==> src/rtl/idli_sqi_ctrl_m.sv <==
// SQI (quad-SPI) SRAM controller: one 16-bit read or write per host request,
// with GAP_SCKS chip-deselected SCK pulses after every command and after reset.
//
// state | meaning
// IDLE  | CS high, SCK low, ready for a host request
// INSTR | two instruction nibbles (0x02 write / 0x03 read)
// ADDR  | four address nibbles, MSB first
// DUMMY | two released turnaround nibbles (read only)
// DATA  | four data nibbles, driven on write, sampled on read
// GAP   | CS high with GAP_SCKS SCK pulses to resync the memory
module idli_sqi_ctrl_m #(
   parameter int unsigned GAP_SCKS = 1
) (
   input  logic        i_clk,
   input  logic        i_rst,
   input  logic        i_req_vld,
   output logic        o_req_rdy,
   input  logic        i_req_wr,
   input  logic [15:0] i_req_addr,
   input  logic [15:0] i_req_wdata,
   output logic        o_rsp_vld,
   output logic [15:0] o_rsp_rdata,
   output logic        o_sqi_sck,
   output logic        o_sqi_cs,
   output logic [3:0]  o_sqi_sio,
   output logic        o_sqi_sio_en,
   input  logic [3:0]  i_sqi_sio
);

   localparam int GW = (GAP_SCKS > 1) ? $clog2(GAP_SCKS) : 1;
   localparam logic [GW-1:0] GAP_LOAD = GW'(GAP_SCKS - 1);

   typedef enum logic [2:0] {
      S_IDLE, S_INSTR, S_ADDR, S_DUMMY, S_DATA, S_GAP
   } state_t;

   state_t        state_q, state_d;
   logic [2:0]    cnt_q, cnt_d;
   logic          phase_q, phase_d;
   logic [GW-1:0] gap_q, gap_d;
   logic          wr_q, wr_d;
   logic [15:0]   addr_q, addr_d;
   logic [15:0]   wdata_q, wdata_d;
   logic [11:0]   shift_q, shift_d;
   logic [15:0]   rdata_q, rdata_d;
   logic          rsp_vld_q, rsp_vld_d;

   // Reset lands in GAP so a memory abandoned mid-command is resynchronised.
   always_ff @(posedge i_clk or posedge i_rst) begin
      if (i_rst) begin
         state_q   <= S_GAP;
         cnt_q     <= '0;
         phase_q   <= 1'b0;
         gap_q     <= GAP_LOAD;
         wr_q      <= 1'b0;
         addr_q    <= '0;
         wdata_q   <= '0;
         shift_q   <= '0;
         rdata_q   <= '0;
         rsp_vld_q <= 1'b0;
      end else begin
         state_q   <= state_d;
         cnt_q     <= cnt_d;
         phase_q   <= phase_d;
         gap_q     <= gap_d;
         wr_q      <= wr_d;
         addr_q    <= addr_d;
         wdata_q   <= wdata_d;
         shift_q   <= shift_d;
         rdata_q   <= rdata_d;
         rsp_vld_q <= rsp_vld_d;
      end
   end

   always_comb begin
      state_d   = state_q;
      cnt_d     = cnt_q;
      phase_d   = phase_q;
      gap_d     = gap_q;
      wr_d      = wr_q;
      addr_d    = addr_q;
      wdata_d   = wdata_q;
      shift_d   = shift_q;
      rdata_d   = rdata_q;
      rsp_vld_d = 1'b0;
      if (state_q == S_IDLE) begin
         phase_d = 1'b0;
         if (i_req_vld) begin
            wr_d    = i_req_wr;
            addr_d  = i_req_addr;
            wdata_d = i_req_wdata;
            cnt_d   = '0;
            state_d = S_INSTR;
         end
      end else begin
         phase_d = ~phase_q;
         // Every state advances only at the end of phase 1 (SCK falling).
         if (phase_q) begin
            cnt_d = cnt_q + 3'd1;
            case (state_q)
               S_INSTR: if (cnt_q == 3'd1) begin
                  state_d = S_ADDR;
                  cnt_d   = '0;
               end
               S_ADDR: if (cnt_q == 3'd3) begin
                  state_d = wr_q ? S_DATA : S_DUMMY;
                  cnt_d   = '0;
               end
               S_DUMMY: if (cnt_q == 3'd1) begin
                  state_d = S_DATA;
                  cnt_d   = '0;
               end
               S_DATA: begin
                  shift_d = {shift_q[7:0], i_sqi_sio};
                  if (cnt_q == 3'd3) begin
                     state_d = S_GAP;
                     cnt_d   = '0;
                     gap_d   = GAP_LOAD;
                     if (!wr_q) begin
                        // Wire order is addr-byte then addr+1-byte; word is {addr+1, addr}.
                        rdata_d   = {shift_q[3:0], i_sqi_sio, shift_q[11:4]};
                        rsp_vld_d = 1'b1;
                     end
                  end
               end
               S_GAP: begin
                  cnt_d = '0;
                  if (gap_q == '0) state_d = S_IDLE;
                  else             gap_d   = gap_q - 1'b1;
               end
               default: state_d = S_GAP;
            endcase
         end
      end
   end

   always_comb begin
      o_req_rdy    = (state_q == S_IDLE);
      o_sqi_cs     = 1'b1;
      o_sqi_sck    = 1'b0;
      o_sqi_sio_en = 1'b0;
      o_sqi_sio    = 4'h0;
      case (state_q)
         S_INSTR: begin
            o_sqi_cs     = 1'b0;
            o_sqi_sck    = phase_q;
            o_sqi_sio_en = 1'b1;
            o_sqi_sio    = cnt_q[0] ? (wr_q ? 4'h2 : 4'h3) : 4'h0;
         end
         S_ADDR: begin
            o_sqi_cs     = 1'b0;
            o_sqi_sck    = phase_q;
            o_sqi_sio_en = 1'b1;
            case (cnt_q[1:0])
               2'd0:    o_sqi_sio = addr_q[15:12];
               2'd1:    o_sqi_sio = addr_q[11:8];
               2'd2:    o_sqi_sio = addr_q[7:4];
               default: o_sqi_sio = addr_q[3:0];
            endcase
         end
         S_DUMMY: begin
            o_sqi_cs  = 1'b0;
            o_sqi_sck = phase_q;
         end
         S_DATA: begin
            o_sqi_cs     = 1'b0;
            o_sqi_sck    = phase_q;
            o_sqi_sio_en = wr_q;
            if (wr_q) begin
               case (cnt_q[1:0])
                  2'd0:    o_sqi_sio = wdata_q[7:4];
                  2'd1:    o_sqi_sio = wdata_q[3:0];
                  2'd2:    o_sqi_sio = wdata_q[15:12];
                  default: o_sqi_sio = wdata_q[11:8];
               endcase
            end
         end
         S_GAP:   o_sqi_sck = phase_q;
         default: ;
      endcase
   end

   assign o_rsp_vld   = rsp_vld_q;
   assign o_rsp_rdata = rdata_q;

endmodule

==> config.mk <==
export PLATFORM = sky130hd
export DESIGN_NAME = idli_sqi_ctrl_m
export DESIGN_NICKNAME = d
export VERILOG_FILES = /design/src/rtl/idli_sqi_ctrl_m.sv
export SDC_FILE = /design/constraint.sdc
export NUM_CORES = 1
export LEC_CHECK = 0
export CAP_MARGIN = 10
export CORE_MARGIN = 2
export CORE_UTILIZATION = 35
export CTS_CLUSTER_SIZE = 14
export DETAILED_ROUTE_END_ITERATION = 7
export GPL_TIMING_DRIVEN = 0
export PLACE_DENSITY = 0.55
export SLEW_MARGIN = 20
export SYNTH_ARGS = -nofsm -noshare
export SYNTH_HDL_FRONTEND = slang
export SYNTH_SLANG_ARGS = --single-unit
==> constraint.sdc <==
create_clock -name i_clk -period 4.99 [get_ports i_clk]
set_input_delay 0.499 -clock i_clk [delete_from_list [all_inputs] [get_ports i_clk]]
set_output_delay 0.499 -clock i_clk [all_outputs]
set_load 0.05 [all_outputs]
==> metrics <==
status completed; CP peak stage delay 840 ps; Clock Tree Root clkbuf_8; Worst-path clk slew 70 ps; number of global-route vias before repair 2169; most frequent CP cell o211ai_1; row count 34; syn avg cell area 13.2 um^2; Post CTS Setup Buffer Count 0; Post-CTS Resized 0; Die Width 99.1 um; post-route DRC violation count 0; grt total ovfl 0; Routed WL 6600 um; pwr/cell area 567 mW/mm^2; setup TNS 0 ps; Final GP Congestion 0.724; boundary pin count 65; Leakage 1.85 nW; Core Region 0.00876 mm^2; Post-Synthesis Net Count 286; Starting Density 36.1%; Final WS setup 1490 ps; first-pass GRT wire length 10900 um; Worst Path Buf+Inv 3; asr flop ratio synth 100%; slowest cell on the critical path clkdlybuf4s50_1; Layout Skew 5.95 ps; cts hold-fix bufs 0; IO Port Bufs 64; first-iteration detailed-routing DRC count 70; crit path cell chain buf_2 > buf_1 > nand3b_1 > nor2_1 > o211ai_1 > o211ai_1 > clkdlybuf4s50_1; Slew Viols, Final 0; synthesized area 0.00317 mm^2; H-tree levels 3; CTS buffer count 9; area delta synth->final 31.5%; hold_ws 433 ps; Via-to-Cell Ratio 4.96; sequential fraction of the synthesis area 54.6%; WL/cell 15.4 um; worst-margin pin slew 600 ps; Peak VDD IR 0.285 mV; fmax 286 MHz; fin nets 362; initial antenna violation count 0; CP delay by family, top buffers and inverters; Worst Hold Class primary input to asynchronous set/reset pin; post-synth cell types 46; Die Height 99.1 um; number of flops mapped to enable cells by yosys 0; Worst path depth 7; layout cells sized above 1 28.7%; clock buffer depth 2; worst-skew pair later-pin latency 340 ps; # fillers 817; max_cap viols 0; Setup-failing EPs final 0; vias 2126; Crit path required time 4490 ps; fin crit period 3500 ps; Die ar. 0.00982 mm^2; unrepaired setup endpoints after global routing no; CP max FO 10; final antenna-violating net count 0; CTS tree built; Reg area 0.00173 mm^2; Num Clock Sinks 69; Arr. time, crit path 3000 ps; Final Cycle Share 70.2%; startpoint types flip-flop; R2R Setup Slk 2720 ps; R2R cell count 8; dpl ws 1870 ps; ant diodes 0; ys flop type dfrtp_1; kind of critical path flip-flop to output port; cell count after synthesis 240; Pre-Repair DR Iteration Count 4; largest net degree at the start of global routing 55; area of the multi-input gates 0.00131 mm^2; CP endpoint kind output port; Max-Slew Margin vs Limit 59.9%; detailed placement HPWL 4710 um; final hold violation count 0; GRT Resource Usage Total 14.2%; Ys Warns 0; Yosys reg bits 69
path summary, 6_finish.rpt:
path / from / to
worst max-delay path: state_q[2]$_DFFE_PP1P_ / o_sqi_sio[0]
worst min-delay path: i_rst / addr_q[11]$_DFFE_PP0P_
worst max register to register: cnt_q[0]$_DFFE_PP0P_ / cnt_q[2]$_DFFE_PP0P_
worst min register to register: o_rsp_rdata[2]$_DFFE_PP0P_ / o_rsp_rdata[2]$_DFFE_PP0P_
max in group asynchronous: i_rst / state_q[2]$_DFFE_PP1P_
min in group i_clk: o_rsp_rdata[2]$_DFFE_PP0P_ / o_rsp_rdata[2]$_DFFE_PP0P_
power by group:
group	internal [W]	leakage [nW]	total (W)	switching, W
Sequential	0.000777	0.857	0.000899	0.000122
Clock	0.000243	0.0964	0.000454	0.000211
Combinational	0.000473	0.892	0.00101	0.000535
Total	0.00149	1.85	0.00236	0.000868
kinds of logic (layout without fill, tap and decap cells):
logic type      after synthesis  after routing  synth area share, %
compound gates               43             43                 10.4
xor+xnor                      1              1                0.277
fa+ha+maj                     6              6                 2.37
buf+inv                      26            107                 4.03
flops                        69             69                 54.6
mux                          62             62                 22.0
simple gates                 33             33                 6.32
cells in the mapped netlist, types with 2 or more instances:
library cell	instances	share of area, %
a21oi_1	4	0.63
a222oi_1	8	2.5
a22o_1	4	1.1
and3_1	3	0.59
buf_2	5	0.79
buf_4	4	0.95
clkbuf_1	5	0.59
dfrtp_1	67	53
dfstp_2	2	1.7
ha_1	6	2.4
inv_1	8	0.95
mux2_1	4	1.4
mux2_2	57	20
nand2_1	12	1.4
nand2b_1	2	0.40
nor2_1	4	0.47
nor3b_1	2	0.47
o211ai_1	5	1.2
o21ai_0	9	1.4
o32ai_1	2	0.55
or3_1	2	0.40
routing by layer:
layer	wire length [um]	vias up	GRT usage (%)
met2	3060	50	21.7
met1	3160	1042	19.4
li1	-	1025	-
met3	279	9	3.16
met4	102	0	6.01
met5	0	-	0
registers in the layout (all words and copies together) (netlist names):
signal	count
wdata_q	16
phase_q	1
shift_q	12
wr_q	1
o_rsp_vld	1
state_q	3
o_rsp_rdata	16
addr_q	16
cnt_q	3
final cells by class:
| cell class | instances | share of cell area (%) |
|---|---|---|
| plain buffers | 17 | 2.25 |
| clock buffers | 12 | 3.48 |
| clock inverters | 4 | 1.14 |
| inverters | 9 | 0.871 |
| multi-input cells | 145 | 31.5 |
| flip-flops and latches | 69 | 41.5 |
| well taps | 108 | 3.24 |
| repair buffers | 65 | 16.0 |
through the flow:
step	std cells	power (W)	area (um^2)	utilization (%)
global route	429	0.00252	4170	47.5
detailed placement	413	0.00192	3970	45.3
floorplan	240	0.00164	3170	-
finish	429	0.00236	4170	47.5
CTS	429	0.00239	4170	47.5
global placement	412	0.00191	3940	45.0
worst register-to-register path: stages (launching register included):
cell and delay, ps:
dfrtp_1 400, ha_1 200, clkbuf_1 300, clkinv_1 310, ha_1 290, nand2b_1 80, a31oi_1 90, a22o_1 240
a32o_1 250
placed cells by master, fill, tap and decap left out, types with 5 or more instances in the layout:
| master | netlist | routed |
|---|---|---|
| dfrtp_1 | 67 | 67 |
| clkdlybuf4s50_1 | 0 | 64 |
| mux2_2 | 57 | 57 |
| nand2_1 | 12 | 12 |
| clkbuf_8 | 0 | 10 |
| o21ai_0 | 9 | 9 |
| a222oi_1 | 8 | 8 |
| clkbuf_1 | 5 | 7 |
| inv_1 | 8 | 7 |
| ha_1 | 6 | 6 |
| buf_2 | 5 | 5 |
| o211ai_1 | 5 | 5 |
(Power assumes the default switching activity.)
